## src/rtl/pulse_tx_pkg.sv

```systemverilog
// Shared definitions for the pulse transmitter: sequencer state encoding and
// symbol word layout (level bit above the duration field).
package pulse_tx_pkg;

  typedef enum logic [1:0] {
    ST_IDLE = 2'd0,
    ST_LOAD = 2'd1,
    ST_RUN  = 2'd2
  } seq_state_e;

  localparam int DEFAULT_DURATION_BITS = 8;
  localparam int DEFAULT_SYM_WIDTH     = DEFAULT_DURATION_BITS + 1;

  function automatic int sym_width(input int duration_bits);
    return duration_bits + 1;
  endfunction

  function automatic int level_pos(input int duration_bits);
    return duration_bits;
  endfunction

endpackage

```

## src/rtl/pulse_symbol_mem.sv

```systemverilog
// Symbol register file: one synchronous write port, one asynchronous read port.
// Contents are deliberately not reset.
module pulse_symbol_mem
  import pulse_tx_pkg::*;
#(
  parameter int NUM_SYMBOLS = 8,
  parameter int SYM_WIDTH   = DEFAULT_SYM_WIDTH
) (
  input  logic                           clk,
  input  logic                           we,
  input  logic [$clog2(NUM_SYMBOLS)-1:0] waddr,
  input  logic [SYM_WIDTH-1:0]           wdata,
  input  logic [$clog2(NUM_SYMBOLS)-1:0] raddr,
  output logic [SYM_WIDTH-1:0]           rdata
);

  logic [SYM_WIDTH-1:0] mem [NUM_SYMBOLS];

  always_ff @(posedge clk) begin
    if (we) mem[waddr] <= wdata;
  end

  // A write in the same cycle as a read returns the old word.
  assign rdata = mem[raddr];

endmodule

```

## src/rtl/pulse_sequencer.sv

```systemverilog
// Plays programmed level/duration symbols on pulse_out, timing each symbol by
// counting toggles of the shared prescaler timer output.
//
// state   | meaning
// --------+------------------------------------------------------------
// IDLE    | no sequence; timer held, pulse_out low
// LOAD    | one cycle: fetch symbol idx, set level and tick counter
// RUN     | timer free-running; each tim_out edge decrements the counter
module pulse_sequencer
  import pulse_tx_pkg::*;
#(
  parameter int PRESCALER_NUM_BITS = 4,
  parameter int NUM_SYMBOLS        = 8,
  parameter int DURATION_BITS      = 8,
  parameter int LOOP_BITS          = 8
) (
  input  logic                           clk,
  input  logic                           sys_rst,
  input  logic                           cfg_we,
  input  logic [$clog2(NUM_SYMBOLS)-1:0] cfg_addr,
  input  logic [DURATION_BITS:0]         cfg_wdata,
  input  logic [PRESCALER_NUM_BITS-1:0]  cfg_prescaler,
  input  logic [$clog2(NUM_SYMBOLS)-1:0] cfg_last_idx,
  input  logic [LOOP_BITS-1:0]           cfg_loops,
  input  logic                           start,
  input  logic                           stop,
  input  logic                           tim_out,
  output logic [PRESCALER_NUM_BITS-1:0]  tim_prescaler,
  output logic                           tim_hold,
  output logic                           pulse_out,
  output logic                           busy,
  output logic                           done,
  output logic [$clog2(NUM_SYMBOLS)-1:0] sym_idx
);

  localparam int IDX_BITS = $clog2(NUM_SYMBOLS);
  localparam int SYM_W    = sym_width(DURATION_BITS);
  localparam int LVL_POS  = level_pos(DURATION_BITS);

  seq_state_e                    state_q, state_d;
  logic [IDX_BITS-1:0]           idx_q, idx_d;
  logic [IDX_BITS-1:0]           last_q, last_d;
  logic [LOOP_BITS-1:0]          loops_q, loops_d;
  logic [DURATION_BITS-1:0]      dur_q, dur_d;
  logic [PRESCALER_NUM_BITS-1:0] presc_q, presc_d;
  logic                          pulse_q, pulse_d;
  logic                          hold_q, hold_d;
  logic                          busy_q, busy_d;
  logic                          done_q, done_d;
  logic                          tim_q;
  logic                          tick;
  logic [SYM_W-1:0]              rd_sym;

  pulse_symbol_mem #(
    .NUM_SYMBOLS (NUM_SYMBOLS),
    .SYM_WIDTH   (SYM_W)
  ) u_mem (
    .clk   (clk),
    .we    (cfg_we),
    .waddr (cfg_addr),
    .wdata (cfg_wdata),
    .raddr (idx_q),
    .rdata (rd_sym)
  );

  assign tick = tim_out ^ tim_q;

  always_comb begin
    state_d = state_q;
    idx_d   = idx_q;
    last_d  = last_q;
    loops_d = loops_q;
    dur_d   = dur_q;
    presc_d = presc_q;
    pulse_d = pulse_q;
    done_d  = 1'b0;
    if (stop) begin
      state_d = ST_IDLE;
      pulse_d = 1'b0;
    end else begin
      case (state_q)
        ST_IDLE: begin
          if (start) begin
            presc_d = cfg_prescaler;
            last_d  = cfg_last_idx;
            loops_d = cfg_loops;
            idx_d   = '0;
            state_d = ST_LOAD;
          end
        end
        ST_LOAD: begin
          pulse_d = rd_sym[LVL_POS];
          dur_d   = rd_sym[DURATION_BITS-1:0];
          state_d = ST_RUN;
        end
        ST_RUN: begin
          if (tick) begin
            // A zero duration wraps to all-ones here, giving the full 2^N ticks.
            if (dur_q != DURATION_BITS'(1)) begin
              dur_d = dur_q - 1'b1;
            end else if (idx_q != last_q) begin
              idx_d   = idx_q + 1'b1;
              state_d = ST_LOAD;
            end else if (loops_q != '0) begin
              loops_d = loops_q - 1'b1;
              idx_d   = '0;
              state_d = ST_LOAD;
            end else begin
              state_d = ST_IDLE;
              pulse_d = 1'b0;
              done_d  = 1'b1;
            end
          end
        end
        default: begin
          state_d = ST_IDLE;
          pulse_d = 1'b0;
        end
      endcase
    end
    hold_d = (state_d != ST_RUN);
    busy_d = (state_d != ST_IDLE);
  end

  always_ff @(posedge clk or posedge sys_rst) begin
    if (sys_rst) begin
      state_q <= ST_IDLE;
      idx_q   <= '0;
      last_q  <= '0;
      loops_q <= '0;
      dur_q   <= '0;
      presc_q <= '0;
      pulse_q <= 1'b0;
      hold_q  <= 1'b1;
      busy_q  <= 1'b0;
      done_q  <= 1'b0;
      tim_q   <= 1'b0;
    end else begin
      state_q <= state_d;
      idx_q   <= idx_d;
      last_q  <= last_d;
      loops_q <= loops_d;
      dur_q   <= dur_d;
      presc_q <= presc_d;
      pulse_q <= pulse_d;
      hold_q  <= hold_d;
      busy_q  <= busy_d;
      done_q  <= done_d;
      tim_q   <= tim_out;
    end
  end

  assign tim_prescaler = presc_q;
  assign tim_hold      = hold_q;
  assign pulse_out     = pulse_q;
  assign busy          = busy_q;
  assign done          = done_q;
  assign sym_idx       = idx_q;

endmodule

```

## config.mk

```make
export PLATFORM = sky130hd
export DESIGN_NAME = pulse_sequencer
export DESIGN_NICKNAME = d
export VERILOG_FILES = /design/src/rtl/pulse_tx_pkg.sv /design/src/rtl/pulse_symbol_mem.sv /design/src/rtl/pulse_sequencer.sv
export SDC_FILE = /design/constraint.sdc
export NUM_CORES = 1
export LEC_CHECK = 0
export CELL_PAD_IN_SITES_DETAIL_PLACEMENT = 1
export CELL_PAD_IN_SITES_GLOBAL_PLACEMENT = 2
export CORE_MARGIN = 2
export CORE_UTILIZATION = 37
export CTS_CLUSTER_SIZE = 40
export DETAILED_ROUTE_END_ITERATION = 8
export GPL_ROUTABILITY_DRIVEN = 0
export PLACE_DENSITY_LB_ADDON = 0.1
export SLEW_MARGIN = 20
export SYNTH_ARGS = -nofsm -noshare
export SYNTH_HDL_FRONTEND = slang
export SYNTH_SLANG_ARGS = --single-unit
```

## constraint.sdc

```tcl
create_clock -name clk -period 1.66 [get_ports clk]
set_input_delay 0.166 -clock clk [delete_from_list [all_inputs] [get_ports clk]]
set_output_delay 0.166 -clock clk [all_outputs]
set_load 0.02 [all_outputs]
```

==> reports/qor.csv, run 1 <==
metric,value,unit
cts_root_buf,clkbuf_16,
cp_slowest_cell,mux4_2,
grt_start_max_net_pins,25,
grt_most_used_layer,met2,
synthCells,328,
rrSetupSlack,-0.06,ns
p_sw,1.956,mW
seq_area,0.002992,sq mm
first_pass_iters,4,
cts_max_level,3,
crit_fanout,8,
synth_top_area_cell,edfxtp_1,
met3_usage,3.766,%
fp.dieH,116.0,um
num_rows,40,
yosysWarningCount,0,
vdd_drop_max,0.9148,mV
numCtsBuffers,9,
r2r_start,sym_idx[0],
synth-seq-cells,105,
io_buffer_count,43,
fin_total_pwr,7.067,mW
yosys-top-cells-area,"edfxtp_1 (47%), dfrtp_1 (17%), mux4_2 (6.3%)",
grt_pass1_wl,17860,um
critPathKind,flip-flop to flip-flop,
fin_nets,474,
max-slew-margin-rel,72.06,%
failed_checks,negative setup slack,
ys_types,53,
hold_violations,0,
start_util,38.34,%
final.setup_skew,0.006658,ns
io_pins,44,
fin_ws,-0.06242,ns
seqPwrFrac,46.0,%
grtUsageTotal,17.91,%
setup_viol,8,
pre_cts_ws,-0.2919,ns
dp_cells,589,
layout-drive-gt1-share,35.07,%
p_sw_share,27.67,%
path_cells,buf_12 -> buf_8 -> mux4_2 -> nor2_2 -> a31oi_1 -> nand3_1 -> o211ai_1,
die_w,116.0,um
pwr-share-clk,30.8,%
overflow,0,
synth_edf_count,72,
post-dp-hpwl,7731,um
crit_path_end,dur_q[7],
period_minus_slack,1.722,ns
cts_tree,done,
synth_area_per_cell,14.16,sq um
vias,3171,
drtAntennaViolNets,0,
clock-sinks,105,
finish.utilization,52.75,%
hold_path_class,input pin to asynchronous set/reset pin,
slew_violations,0,
area_delta_synth_final,37.59,%
worstMarginPinSlew,0.4186,ns
seq_area_frac_synth,64.38,%
p_leak,2.339,nW
synth_fp_nets,365,
cap_violations,0,
antenna_cells,0,
clk_latency,0.35,ns
fill_cells,1217,
stdcell_count,610,
status,finished with violations,
clk_pin_slew,0.07,ns
internal-power,5.112,mW
met1_usage,22.69,%
grt_pass1_vias,3319,
core,0.01211,sq mm
finalCritPeriodShare,103.8,%
power_frac_comb,23.2,%
layout_common_cells,"edfxtp_1 (72), buf_4 (55), clkdlybuf4s50_1 (39)",
vias_per_cell,5.198,
rsz0062_at_grt,yes,
dieArea,0.01346,sq mm
power_density,1106,mW/mm^2
cts_hold_buf,0,
endpoint_kind,flip-flop,
routed_wl,11130,um
layout_commonest_cell,edfxtp_1,
required,1.89,ns
critPathMaxStageDelay,0.51,ns
startpoint_type,flip-flop,
ys.flop_type,edfxtp_1,
synth-async-reset-ratio,31.43,%
netlist.area_leader.share,46.56,%
multi_input_area,0.001772,sq mm
drt_iter0_markers,149,
drc,0,
grt_use_met2,30.76,%
cts_buffer_depth,2,
r2r_end,dur_q[7],
startpoint,sym_idx[0],
antenna_found_initial,0,
fmax,580.6,MHz
syn-cell-area,0.004643,sq mm
crit_arrival,1.95,ns
post_drt_wl_per_cell,18.24,um
r2r_cells,7,
critical path, delay by kind of cell (launching register included):
family	cells	cell delay (ns)
multiplexers	1	0.51
flip-flops	1	0.41
buffers and inverters	2	0.29
AND/OR/NAND/NOR	2	0.22
AO/OA/AOI/OAI	2	0.15
synthesized netlist by cell type, types with 2 or more instances:
master      n
and2_1      2
nand2_1    23
nor2b_1     3
o22a_1      2
o21ai_0    12
mux2i_1    12
nor3_1      9
nor4_1      3
mux4_2     13
a31oi_1    10
xnor2_1     3
mux2_2      9
a21o_1      3
nand2b_1    4
a22o_1      2
o211ai_1    4
a32oi_1     3
buf_4       2
and3_1      3
nand3_1    15
nor2_1     24
o221ai_1    2
dfrtp_1    32
a21oi_1    10
ha_1        4
buf_2       7
buf_6       2
edfxtp_1   72
clkbuf_1    4
a2111oi_0   2
inv_1      10
power groups by stage:
| stage | Clock, mW | Sequential (mW) | Combinational, mW |
|---|---|---|---|
| floorplan | 0 | 3.30 | 0.690 |
| global placement | 0 | 3.27 | 1.39 |
| detailed placement | 0 | 3.27 | 1.42 |
| CTS | 2.24 | 3.24 | 1.57 |
| global route | 2.30 | 3.28 | 1.78 |
| finish | 2.17 | 3.25 | 1.64 |
worst min-delay path by stage:
stage,start,to,slack (ns),cells past startpoint
floorplan,tim_out,tim_q,0.20,0
global placement,sys_rst,tim_prescaler[3],0.49,2
detailed placement,sys_rst,busy,0.50,2
CTS,sys_rst,last_q[2],0.12,2
global route,sys_rst,busy,0.14,2
finish,sys_rst,busy,0.11,2
logic make-up (layout without fill, tap and decap cells):
logic type | count (synthesis) | after routing | share of synthesized area [%]
flip-flops | 105 | 105 | 64.38
AND/OR/NAND/NOR | 93 | 93 | 10.48
AO/OA/AOI/OAI | 62 | 62 | 9.217
multiplexers | 35 | 35 | 11.40
buffers and inverters | 25 | 139 | 2.694
adder cells (fa/ha/maj) | 4 | 4 | 1.078
XOR/XNOR | 4 | 4 | 0.7547
cell type report:
type                            instances  area share (%)
Clock inverter                          7           1.195
Clock buffer                            9           3.525
Timing Repair Buffer                  113           16.84
Sequential cell                       105           46.83
Multi-Input combinational cell        198           27.73
Tap cell                              168           3.290
Inverter                               10          0.5875
through the flow:
| stage | hold WS, ns | area [sq um] | TNS (ns) |
|---|---|---|---|
| global placement | 0.4897 | 5762 | -4.519 |
| global route | 0.1371 | 6389 | -1.555 |
| finish | 0.1120 | 6389 | -0.2381 |
| detailed placement | 0.4962 | 5762 | -5.256 |
| CTS | 0.1162 | 6289 | -0.4245 |
| floorplan | 0.1974 | 4668 | -0.1266 |
metal layers:
| metal | share of wire [%] | vias to the layer above |
|---|---|---|
| met3 | 2.9 | 17 |
| met1 | 45 | 1621 |
| met5 | 0 | - |
| met2 | 50 | 47 |
| li1 | - | 1486 |
| met4 | 1.6 | 0 |
flip-flops by register name (all words and copies together) (netlist names):
register and flops:
u_mem.mem 72, dur_q 8, loops_q 8, tim_prescaler 4, last_q 3, sym_idx 3
state_q 2, busy 1, done 1, pulse_out 1, tim_hold 1, tim_q 1
what timing repair did:
action | 4_1_cts | 5_1_grt
gates cloned | 1 | 0
gates resized for setup | 48 | 24
endpoints found under the setup margin | 26 | 23
buffers inserted | 3 | 3
pin swaps | 12 | 19
No activity file was read; power rests on OpenSTA's default activity.
==> inputs of run 2 (changes only) <==
- PLACE_DENSITY: not set -> 0.82
- PLACE_DENSITY_LB_ADDON: 0.1 -> not set
==> run 2 against run 1 <==
Flip-flop and latch count is the same. Via count grew 1.0%. Power grew 0.36%. Die area is the same. The run still ends with negative setup slack left. Critical endpoint is now dur_q[6]. Clock skew is essentially flat. First-iteration DRC count grew 10%. Non-clock buffer count grew 9. Combinational power is essentially flat. Setup slack lost 0.067 ns.
==> reports/qor.csv, run 2 (synthesis gave the netlist of run 1 again) <==
metric,value,unit,change
status,finished with violations,,
failed_checks,negative setup slack,,
cap_violations,0,,unchanged
drtAntennaViolNets,0,,unchanged
cts_tree,done,,
clock-sinks,105,,unchanged
crit_arrival,2.03,ns,+0.08 ns
top_register,u_mem.mem,,
first_pass_iters,4,,unchanged
layout_common_cells,"edfxtp_1 (72), buf_4 (70), clkdlybuf4s50_1 (39)",,
post-dp-hpwl,7933,um,+2.6%
finalCritPeriodShare,107.8,%,+4.0 points
io_pins,44,,unchanged
clk_latency,0.36,ns,about the same
grt_pass1_wl,17950,um,+0.50%
core,0.01211,sq mm,unchanged
cts_root_buf,clkbuf_16,,
max-slew-margin-rel,68.08,%,-4.0 points
final.setup_skew,0.006328,ns,-0.0003308 ns
power_density,1110,mW/mm^2,+0.32%
largest_reg_flops,72,,unchanged
drt_iter0_markers,164,,+10%
rrSetupSlack,-0.13,ns,-0.07 ns
r2r_start,sym_idx[0],,
grt_pass1_vias,3463,,+4.3%
place_area,0.005732,sq mm,-0.52%
required,1.90,ns,about the same
layout-drive-gt1-share,36.81,%,+1.7 points
numCtsBuffers,9,,unchanged
r2r_end,dur_q[6],,
startpoint_type,flip-flop,,
endpoint_kind,flip-flop,,
post_drt_wl_per_cell,18.83,um,+3.2%
cts_buffer_depth,2,,unchanged
drc,0,,unchanged
dieArea,0.01346,sq mm,unchanged
fmax,558.8,MHz,-3.8%
fp.dieH,116.0,um,unchanged
routed_wl,11650,um,+4.7%
setup_viol,12,,+4
num_rows,40,,unchanged
start_util,38.34,%,unchanged
critPathKind,flip-flop to flip-flop,,
io_buffer_count,43,,unchanged
slew_violations,0,,unchanged
finalSetupTns,-0.5758,ns,-0.3377 ns
antenna_cells,0,,unchanged
dp_cells,590,,+0.17%
finish.utilization,52.77,%,about the same
grtUsageTotal,18.18,%,+0.26 points
vias_per_cell,5.174,,-0.46%
overflow,0,,unchanged
top_regs,"u_mem.mem (72), dur_q (8), loops_q (8)",,
cts_max_level,3,,unchanged
stdcell_count,619,,+1.5%
die_w,116.0,um,unchanged
vdd_drop_max,1.086,mV,+19%
period_minus_slack,1.790,ns,+0.06722 ns
r2r_cells,7,,unchanged
layout_commonest_cell,edfxtp_1,,
antenna_found_initial,0,,unchanged
p_leak,2.372,nW,+1.4%
vias,3203,,+1.0%
grt_start_max_net_pins,23,,-8.0%
area_delta_synth_final,37.64,%,about the same
finish.instance_area,0.006391,sq mm,about the same
hold_violations,0,,unchanged
rsz0062_at_grt,yes,,
hold_path_class,input pin to asynchronous set/reset pin,,
fin_ws,-0.1296,ns,-0.06722 ns
worstMarginPinSlew,0.4783,ns,+0.05968 ns
clk_pin_slew,0.08,ns,about the same
crit_fanout,10,,+2
fin_nets,483,,+1.9%
## run 2: cell count changes in the layout (fill, tap and decap cells not counted), moves of 2 or more
cell / delta
buf_4: +15
buf_12: -5
nand2_2: -5
nand2_1: +3
a31oi_2: +2
clkinv_1: -2
dfrtp_1: -2
dfrtp_2: +2
nand2_4: +2
nand3_1: +2
nand3_2: -2
nor3_1: -2
nor3_2: +2
## run 2: layout make-up
cell class                 count  area [sq um]
clock buffer                   9         225.2
clock inverter                 7         83.83
fill                        1230          5720
inverter                      10         37.54
tap                          168         210.2
timing repair buffer         122          1075
sequential                   105          2994
multi-input combinational    198          1765
## run 2: worst max-delay path by stage
stage | cells past startpoint | slack (ns) | start | endpoint
detailed placement | 6 | -0.31 | tim_out | sym_idx[0]
floorplan | 6 | -0.13 | sym_idx[0] | dur_q[3]
finish | 7 | -0.13 | sym_idx[0] | dur_q[6]
global placement | 6 | -0.24 | tim_out | sym_idx[0]
CTS | 7 | -0.11 | sym_idx[0] | dur_q[6]
global route | 8 | -0.17 | sym_idx[0] | dur_q[6]
## run 2: timing repair
item,4_1_cts,5_1_grt
pin swaps,8,5
resized for setup,45,23
endpoints found under the setup margin,26,24
hold buffers,0,0
setup buffers,11,2
## run 2: power by group
part	internal, mW	total [mW]	switching (mW)	leakage [nW]
Sequential	3.05	3.25	0.207	1.05
Clock	1.09	2.20	1.11	0.152
Combinational	0.862	1.64	0.775	1.17
## run 2: critical path, cell delays in order (launching register included)
cell       delay, ns
dfrtp_2         0.41
buf_12          0.15
mux4_2          0.51
nor2_2          0.13
a2111oi_2       0.06
buf_4           0.15
a31oi_1         0.16
o21ai_0         0.10
## run 2: through the flow
stage	power, mW	hold slack, ns	setup slack (ns)
6_report	7.093	0.1201	-0.1296
5_1_grt	7.382	0.1529	-0.1738
4_1_cts	7.073	0.1182	-0.1122
3_5_place_dp	4.680	0.4982	-0.3145
3_3_place_gp	4.613	0.4890	-0.2373
2_1_floorplan	3.993	0.1974	-0.1251
## run 2: routing by layer
layer  vias to the layer above  global-route usage, %  share of wire [%]
met1                      1621                  21.01                 42
met3                        20                  4.864                4.0
met4                         0                  6.984                2.0
li1                       1494                      -                  -
met5                         -                      0                  0
met2                        68                  32.28                 52
